<file path="src/rtl/fp_popcount_accum.sv">
// fp_popcount_accum: accumulates popcount(A), popcount(B), popcount(A&B) over NWORDS-word fingerprint pairs.
// Define FPCNT_POPREG_EN to register the popcount trees ahead of the accumulators (latency 2 instead of 1).
module fp_popcount_accum #(
    parameter int DW     = 64,
    parameter int NWORDS = 16,
    parameter int WIDTH  = 32
) (
    input  logic             clk,
    input  logic             rst_n,
    input  logic             vld_in,
    input  logic [DW-1:0]    fa,
    input  logic [DW-1:0]    fb,
    input  logic             flush,
    output logic             vld_out,
    output logic [WIDTH-1:0] a,
    output logic [WIDTH-1:0] b,
    output logic [WIDTH-1:0] c
);
    localparam int CW = NWORDS > 1 ? $clog2(NWORDS) : 1;

    if (NWORDS < 1 || WIDTH < $clog2(DW * NWORDS + 1)) begin : g_bad_params
        $error("fp_popcount_accum: NWORDS must be >= 1 and WIDTH >= clog2(DW*NWORDS+1)");
    end

    function automatic logic [WIDTH-1:0] pop(input logic [DW-1:0] x);
        pop = '0;
        for (int i = 0; i < DW; i++) pop = pop + WIDTH'(x[i]);
    endfunction

    logic             s_v;
    logic [WIDTH-1:0] pa, pb, pc;

`ifdef FPCNT_POPREG_EN
    logic             v_r;
    logic [WIDTH-1:0] pa_r, pb_r, pc_r;

    always_ff @(posedge clk or negedge rst_n)
        if (!rst_n) begin
            v_r  <= 1'b0;
            pa_r <= '0;
            pb_r <= '0;
            pc_r <= '0;
        end else begin
            v_r  <= vld_in;
            pa_r <= pop(fa);
            pb_r <= pop(fb);
            pc_r <= pop(fa & fb);
        end

    // a flush also kills the word sitting in the popcount stage
    assign s_v = v_r & ~flush;
    assign pa  = pa_r;
    assign pb  = pb_r;
    assign pc  = pc_r;
`else
    assign s_v = vld_in;
    assign pa  = pop(fa);
    assign pb  = pop(fb);
    assign pc  = pop(fa & fb);
`endif

    logic [CW-1:0]    wcnt, base_w;
    logic [WIDTH-1:0] acc_a, acc_b, acc_c;
    logic [WIDTH-1:0] base_a, base_b, base_c;
    logic [WIDTH-1:0] na, nb, nc;
    logic             last;

    // flush zeroes the old pair, so a word arriving with it starts a fresh pair
    assign base_w = flush ? '0 : wcnt;
    assign base_a = flush ? '0 : acc_a;
    assign base_b = flush ? '0 : acc_b;
    assign base_c = flush ? '0 : acc_c;
    assign na     = base_a + pa;
    assign nb     = base_b + pb;
    assign nc     = base_c + pc;
    assign last   = s_v && base_w == CW'(NWORDS - 1);

    always_ff @(posedge clk or negedge rst_n)
        if (!rst_n) begin
            wcnt    <= '0;
            acc_a   <= '0;
            acc_b   <= '0;
            acc_c   <= '0;
            a       <= '0;
            b       <= '0;
            c       <= '0;
            vld_out <= 1'b0;
        end else begin
            vld_out <= last;
            wcnt    <= last ? '0 : s_v ? base_w + CW'(1) : base_w;
            acc_a   <= last ? '0 : s_v ? na : base_a;
            acc_b   <= last ? '0 : s_v ? nb : base_b;
            acc_c   <= last ? '0 : s_v ? nc : base_c;
            if (last) begin
                a <= na;
                b <= nb;
                c <= nc;
            end
        end
endmodule

</file>
<file path="config.mk">
export PLATFORM = sky130hd
export DESIGN_NAME = fp_popcount_accum
export DESIGN_NICKNAME = d
export VERILOG_FILES = /design/src/rtl/fp_popcount_accum.sv
export SDC_FILE = /design/constraint.sdc
export NUM_CORES = 1
export LEC_CHECK = 0
export CAP_MARGIN = 20
export CORE_UTILIZATION = 51
export DETAILED_ROUTE_END_ITERATION = 7
export GPL_TIMING_DRIVEN = 0
export PLACE_DENSITY = 0.78
export SYNTH_ARGS = -nofsm -noshare
export SYNTH_HDL_FRONTEND = slang
export SYNTH_SLANG_ARGS = --single-unit
export TNS_END_PERCENT = 5
</file>
<file path="constraint.sdc">
create_clock -name clk -period 6.63 [get_ports clk]
set_clock_uncertainty 0.2 [all_clocks]
set_input_delay 1.326 -clock clk [delete_from_list [all_inputs] [get_ports clk]]
set_output_delay 1.326 -clock clk [all_outputs]
set_load 0.01 [all_outputs]
</file>
Word-level counts from Yosys, hierarchy flattened --
Cells that the tools add are included.
Storage, ports and cells: output and inout port bits 97, flip-flop bits (word level) 197, logic and storage cells 216
Operators by class: reduce and logical (&&, ||, !) cells 1, equal/unequal tests 1, add/sub/neg operators 193, muxes and demuxes 12, bitwise operators 1
Operators by type and width (number):
- 32-bit by 1-bit adder with 32-bit output | 96
- 32-bit two-way mux | 9
- 31-bit by 1-bit adder with 32-bit output | 3
- 32-bit adder | 3
- 30-bit by 1-bit adder with 31-bit output | 3
- 29-bit by 1-bit adder with 30-bit output | 3
- 28-bit by 1-bit adder with 29-bit output | 3
- 27-bit by 1-bit adder with 28-bit output | 3
- 26-bit by 1-bit adder with 27-bit output | 3
- 25-bit by 1-bit adder with 26-bit output | 3
- 24-bit by 1-bit adder with 25-bit output | 3
- 23-bit by 1-bit adder with 24-bit output | 3
- 22-bit by 1-bit adder with 23-bit output | 3
- 21-bit by 1-bit adder with 22-bit output | 3
- 64-bit AND | 1
- 20-bit by 1-bit adder with 21-bit output | 3
- 19-bit by 1-bit adder with 20-bit output | 3
- 18-bit by 1-bit adder with 19-bit output | 3
- 17-bit by 1-bit adder with 18-bit output | 3
- 16-bit by 1-bit adder with 17-bit output | 3
- 15-bit by 1-bit adder with 16-bit output | 3
- 14-bit by 1-bit adder with 15-bit output | 3
- 13-bit by 1-bit adder with 14-bit output | 3
- 12-bit by 1-bit adder with 13-bit output | 3
- other kinds (15) | 39

Logic depth before layout (Yosys ltp) --
Gate-level depths: netlist of run 1.
depth in word-level cells 67, gate-level depth with buffers 25, mapped depth without buffers 24

Worst setup path after synthesis of run 1 --
Ideal clock, no wire load.
path kind input to register, start point input flush, end point register c[18], buffers on the path 4, path slack -1876 ps, cell stages on the path 22, arrival time 8181 ps, setup time 125 ps, data required time 6305 ps, path through buf_2 buf_2 buf_4 clkbuf_1 nand2b_1 fa_1 fa_1 fa_1 fa_1 fa_1 fa_1 fa_1 fa_1 fa_1 fa_1 nand2b_1 a21oi_1 o2111ai_1 nand2_1 nand2_1 xnor2_1 mux2_2
Between the ends: cells in the longest elaborated chain, start to end 3, elaborated cells between the ends (all ways) 5, those cells by class add/sub: 1; eq/ne: 1; mux: 2; reduce/logical: 1
RTL lines:
- start: declaration | line 13 | input logic flush,
- branches (longest 3 deep; another with 32-bit adder)
- end signal: assignment | line 97 | c <= nc;
- end: declaration | line 17 | output logic [WIDTH-1:0] c
Parallel ways; which one is timed is not known. A chain may end at the register's enable or synchronous reset.

Worst setup path in the final report of run 1 --
start point input fb[57], end point register acc_b[31]
Between the ends: cells in the longest elaborated chain, start to end 10
RTL lines:
- start: declaration | line 12 | input logic [DW-1:0] fb,
- 32-bit by 1-bit adder with 32-bit output (7 in series) | line 27 | for (int i = 0; i < DW; i++) pop = pop + WIDTH'(x[i]);
- 32-bit adder | line 74 | assign nb = base_b + pb;
- 32-bit two-way mux (2 in series) | line 92 | acc_b <= last ? '0 : s_v ? nb : base_b;
- end signal: assignment | line 92
- end: declaration | line 63 | logic [WIDTH-1:0] acc_a, acc_b, acc_c;
No other way between the ends.

==> out/results.txt, run 1 <==
synth top area cells = dfrtp_1 30%, fa_1 21%, ha_1 6.3%
setup TNS = -165430 ps
GP Congestion = 0.9545
most frequent CP cell = fa_1
pre-CTS setup slack = -2866 ps
share of cells above drive strength 1 = 16.76%
critical path's largest stage delay = 620 ps
CP Capture Type = flip-flop
Post-synth top flop = dfrtp_1
CTS tree = done
arrival time at the worst endpoint = 8020 ps
Max-cap violations = 0
vias in the first global route = 13860
Cells after Synth = 1733
die width = 180.8 um
routed wire length per instance = 19.87 um
I/O Buffers = 227
Layout area overhead = 27.43%
minimum clock period = 7920 ps
post-synth top area share = 30.22%
1st-iter DRT viols = 1190
DIE HEIGHT = 180.8 um
clock buffer depth = 2
TritonCTS buffer count = 17
warnings from Yosys = 0
Slew Limit Fails = 0
outcome = finished, violations left
Hold Vio Cnt, Final = 0
slowest stage cell, crit path = a2111oi_4
GRT overflow = 0
CP required = 6730 ps
Rows = 65
H-tree levels = 4
RSZ-0062 raised after global routing = yes
DP HPWL = 36.92 mm
starting density of the core = 51.82%
Yosys top cell by area = dfrtp_1
# clock sinks = 197
worst min-delay path class = flip-flop to flip-flop
antenna violations before repair = 2
gr usage total = 29.59%
distinct cell type count after synthesis = 70
fill count = 2411
Slew @ Worst Pin = 1061 ps
Synth Register Bits = 197
Crit Path Category = primary input to flip-flop
critical path fanouts, max = 6
Synthesized Nets = 2115
DRT Pass-1 Iters = 5
Final #Nets = 2398
core area = 31470 um^2
post-route setup slack = -1290 ps
IO Count = 229
Clock Tree Root = clkbuf_16
fmax = 126.3 MHz
Detailed Route WL = 48.33 mm
Skew-Pair Late Insertion Delay = 450 ps
period utilization = 119.5%
hold_ws = 283.7 ps
CP cell instances = clkdlybuf4s50_1, fa_1, inv_1, fa_1, inv_1, fa_1, inv_1, fa_1, inv_1, fa_1, inv_1, fa_1, fa_1, fa_1, fa_2, nand2b_4, a21oi_4, o211ai_1, a2111oi_4, nand3_1, xnor2_1, nor2_1
Register Area = 4930 um^2
EDFF count, synth = 0
via count = 13560
Worst Setup Start Kind = primary input
Multi-input gate area = 11010 um^2
sequential fraction of the synthesis area = 30.22%
die area = 32700 um^2
DRC viols = 0
Synth Area per Inst = 9.412 um^2
fraction of registers with async set/reset = 100.0%
first-pass GRT wire length = 75.05 mm
clock slew at reported path FFs = 80 ps
largest net degree at the start of global routing = 101
final setup fails = 187
Vias per Instance = 5.576
failing checks = negative setup slack
Mapped Area = 16310 um^2
post-route ant nets = 0
relative slew slack = 29.08%
placed cells by master, fill, tap and decap left out, types with 27 or more instances in the layout:
cell / count
nand2b_1: 34
inv_2: 44
fa_1: 150
o21ai_1: 55
nand4_1: 28
inv_1: 194
nand2_1: 214
dfrtp_1: 197
clkdlybuf4s50_1: 124
ha_1: 77
buf_4: 35
clkbuf_1: 34
dlygate4sd2_1: 46
xnor2_1: 68
nor2_1: 116
clkbuf_2: 27
nand3_1: 45
o21ai_0: 38
xor2_1: 61
nor2b_1: 58
what timing repair did:
action | 4_1_cts | 5_1_grt
pin swaps | 108 | 88
hold buffers | 0 | 0
setup buffers | 11 | 24
gates resized for setup | 235 | 181
cloned | 3 | 1
endpoints found under the setup margin | 192 | 190
area by class of cell:
| type | count | share of cell area, % |
|---|---|---|
| Antenna cell | 1 | 0.01204 |
| Buffer | 56 | 1.409 |
| Sequential cell | 197 | 23.72 |
| Tap cell | 402 | 2.420 |
| Clock buffer | 21 | 2.312 |
| Clock inverter | 11 | 0.6261 |
| Multi-Input combinational cell | 1239 | 52.99 |
| Inverter | 239 | 4.316 |
| Timing Repair Buffer | 266 | 12.20 |
worst max-delay path, delay by kind of cell:
family,cells,cell delay (ps)
AOI/OAI and AO/OA,3,1020
buffers and inverters,6,700
adders and majority gates,9,4250
xor gates and xnor gates,1,260
and+or+nand+nor,3,460
synthesized netlist by cell type, types with 4 or more instances:
| cell type | n |
|---|---|
| a211oi_1 | 9 |
| a21oi_1 | 23 |
| a21oi_2 | 4 |
| and2_1 | 15 |
| and3_1 | 18 |
| and4_1 | 8 |
| buf_2 | 16 |
| clkbuf_1 | 37 |
| dfrtp_1 | 197 |
| fa_1 | 168 |
| ha_1 | 82 |
| inv_1 | 237 |
| mux2_2 | 4 |
| mux2i_1 | 11 |
| nand2_1 | 236 |
| nand2b_1 | 38 |
| nand3_1 | 53 |
| nand4_1 | 28 |
| nor2_1 | 134 |
| nor2b_1 | 58 |
| nor2b_2 | 10 |
| nor3_1 | 10 |
| nor4_1 | 4 |
| o211ai_1 | 4 |
| o21a_1 | 5 |
| o21ai_0 | 66 |
| o21ai_1 | 31 |
| o2bb2ai_1 | 11 |
| or3_1 | 4 |
| xnor2_1 | 89 |
| xor2_1 | 66 |
final timing paths:
kind	start	endpoint	slack [ps]	cells after the start
min	b[19]$_DFFE_PN0P_	b[19]$_DFFE_PN0P_	280	2
max	fb[57]	acc_b[31]$_DFF_PN0_	-1290	22
min reg2reg	b[19]$_DFFE_PN0P_	b[19]$_DFFE_PN0P_	280	2
max reg2reg	acc_c[0]$_DFF_PN0_	acc_c[24]$_DFF_PN0_	-270	19
max in group asynchronous	rst_n	acc_b[13]$_DFF_PN0_	4520	2
min in group asynchronous	rst_n	a[26]$_DFFE_PN0P_	720	1
flip-flops by register name, indices dropped and copies added (netlist names):
register and cells:
a 32, acc_a 32, acc_b 32, acc_c 32, b 32, c 32, vld_out 1, wcnt 4
routing by layer:
metal / global-route usage [%] / vias up / wire length (um) / part of all wire, %
met5: 0 / - / 22 / 0.046
met1: 39.43 / 6807 / 19300 / 40
met2: 49.76 / 592 / 24320 / 50
met4: 9.504 / 4 / 1382 / 2.9
li1: - / 6046 / - / -
met3: 4.334 / 111 / 3308 / 6.8
stage by stage:
step	cells	area [um^2]	utilization (%)
6_report	2432	20780	66.04
5_1_grt	2431	20780	66.03
4_1_cts	2407	20320	64.57
3_5_place_dp	2363	19250	61.18
3_3_place_gp	2362	19220	61.07
2_1_floorplan	1733	16450	-
logic make-up after synthesis:
group                      share of synthesized area, %
and+or+nand+nor                                   19.75
DFF                                               30.22
adders and majority gates                         26.91
buffers and inverters                             7.119
AOI/OAI and AO/OA                                 6.728
xor gates and xnor gates                          8.323
muxes                                            0.9512
Power of run 1 is left out: the tool's default activity adds up to more than one toggle a clock period on the data nets, which glitch-free logic cannot reach.
==> run 2: changes to the inputs <==
--- a/config.mk
+++ b/config.mk
@@ -6,10 +6,11 @@
 export NUM_CORES = 1
 export LEC_CHECK = 0
 export CAP_MARGIN = 20
-export CORE_UTILIZATION = 51
+export CORE_UTILIZATION = 55
 export DETAILED_ROUTE_END_ITERATION = 7
+export DONT_BUFFER_PORTS = 1
 export GPL_TIMING_DRIVEN = 0
-export PLACE_DENSITY = 0.78
+export PLACE_DENSITY = 0.73
 export SYNTH_ARGS = -nofsm -noshare
 export SYNTH_HDL_FRONTEND = slang
 export SYNTH_SLANG_ARGS = --single-unit
==> run 2 against run 1 <==
- the flow still finishes with violations (negative setup slack)
- sequential cell count stayed put
- setup slack better by 280 ps
- utilization is 2.9 points lower
- first-iteration DRC count is 30% lower
- design area is 12% lower
- sequential share of layout area is 3.3 points higher
- die area is 7.2% lower
- critical endpoint is now acc_c[28]$_DFF_PN0_
==> out/results.txt, run 2 (synthesis gave the netlist of run 1 again) <==
outcome = finished, violations left
Vias per Instance = 5.634
DRT Pass-1 Iters = 7
Rows = 62
die area = 30350 um^2
final core utilization = 63.10%
post-route ant nets = 0
clock buffer depth = 2
crit path to = acc_c[28]$_DFF_PN0_
antenna violations before repair = 0
Crit Path Category = primary input to flip-flop
Hold Vio Cnt, Final = 0
starting density of the core = 56.37%
clock slew at reported path FFs = 90 ps
Crit Reg-Reg Startpoint = acc_c[0]$_DFF_PN0_
fmax = 130.9 MHz
IO Count = 229
1st-iter DRT viols = 830
first-pass GRT wire length = 70.04 mm
GP Congestion = 0.9233
relative slew slack = 30.60%
critical path fanouts, max = 8
Skew-Pair Late Insertion Delay = 460 ps
gr usage total = 30.16%
arrival time at the worst endpoint = 7780 ps
Reg2Reg Setup Slack = -180 ps
# clock sinks = 197
share of cells above drive strength 1 = 11.42%
vias in the first global route = 12690
DRC viols = 0
worst min-delay path class = primary input to asynchronous set/reset pin
I/O Buffers = 0
Detailed Route WL = 44.30 mm
failing checks = negative setup slack
Crit. Startpoint = flush
H-tree levels = 4
hold-fix buffers at CTS = 0
largest net degree at the start of global routing = 198
Worst Setup Start Kind = primary input
worst r2r path cells = 19
Clock Tree Root = clkbuf_16
Slew Limit Fails = 0
setup TNS = -106170 ps
GRT overflow = 0
Slew @ Worst Pin = 1038 ps
reg-to-reg endpoint = acc_c[28]$_DFF_PN0_
CTS tree = done
period utilization = 115.2%
post-route setup slack = -1007 ps
Inserted Diodes = 0
Layout area overhead = 11.94%
DIE HEIGHT = 174.2 um
CP required = 6770 ps
Max-cap violations = 0
commonest non-fill, non-tap cells in the layout = 233 x inv_1, 229 x nand2_1, 197 x dfrtp_1
die width = 174.2 um
final setup fails = 172
commonest non-fill, non-tap cell in the layout = inv_1
CP Capture Type = flip-flop
RSZ-0062 raised after global routing = yes
routed wire length per instance = 20.50 um
via count = 12180
DP HPWL = 34.46 mm
core area = 28940 um^2
minimum clock period = 7637 ps
TritonCTS buffer count = 17
Final #Nets = 2146
-- run 2: cell count changes in the layout (fill, tap and decap cells not counted), sizes merged, moves of 5 or more --
cell,change
dlymetal6s2s,-19
clkinv,+5
clkdlybuf4s50,-124
dlygate4sd2,-46
clkbuf,-30
buf,-32
clkdlybuf4s15,-5
-- run 2: cell type report --
type / instances / area [um^2]
fillers: 2350 / 10680
multi-input cells: 1239 / 10860
clock buffers: 17 / 425.4
repair buffers: 13 / 142.6
flip-flops and latches: 197 / 4930
inverters: 239 / 897.1
clock inverters: 15 / 198.9
well taps: 384 / 480.5
plain buffers: 57 / 319.1
-- run 2: critical path, stage by stage --
cell and delay [ps]:
buf_16 110, clkbuf_16 130, nand2b_4 150, fa_1 530, fa_1 450, fa_2 530, fa_1 610, fa_1 450
fa_1 510, fa_1 430, fa_1 500, fa_2 390, fa_2 380, nand2b_4 160, a21oi_4 240, o2111ai_4 160
a21oi_4 200, buf_12 170, nand3_4 80, xnor2_2 180, nor2_1 60
-- run 2: metal layers --
metal	global-route usage, %	share of wire [%]
met1	40.17	41
met2	49.67	49
met3	6.299	7.2
met4	8.882	2.4
met5	0	0
-- run 2: timing repair --
| item | in CTS | in global routing |
|---|---|---|
| buffers inserted | 7 | 4 |
| pin swaps | 68 | 40 |
| cloned | 2 | 1 |
| endpoints found under the setup margin | 188 | 182 |
| gates resized for setup | 77 | 47 |
-- run 2: worst min path at each step --
stage / from / endpoint / slack (ps) / cells after the start
4_1_cts: rst_n / c[20]$_DFFE_PN0P_ / 350 / 0
3_5_place_dp: c[13]$_DFFE_PN0P_ / c[13]$_DFFE_PN0P_ / 330 / 2
2_1_floorplan: c[13]$_DFFE_PN0P_ / c[13]$_DFFE_PN0P_ / 300 / 2
3_3_place_gp: c[13]$_DFFE_PN0P_ / c[13]$_DFFE_PN0P_ / 330 / 2
5_1_grt: rst_n / c[24]$_DFFE_PN0P_ / 340 / 0
6_report: rst_n / acc_c[25]$_DFF_PN0_ / 350 / 0
-- run 2: metrics by stage --
stage | hold slack (ps) | instance area [um^2] | setup WS (ps) | std cells
CTS | 348.9 | 17980 | -1052 | 2156
finish | 347.2 | 18260 | -1007 | 2161
detailed placement | 329.8 | 16930 | -1939 | 2117
global placement | 327.4 | 16930 | -1845 | 2117
floorplan | 304.6 | 16450 | -1215 | 1733
global route | 341.1 | 18260 | -1171 | 2161
Power of run 2 is left out for the same reason.
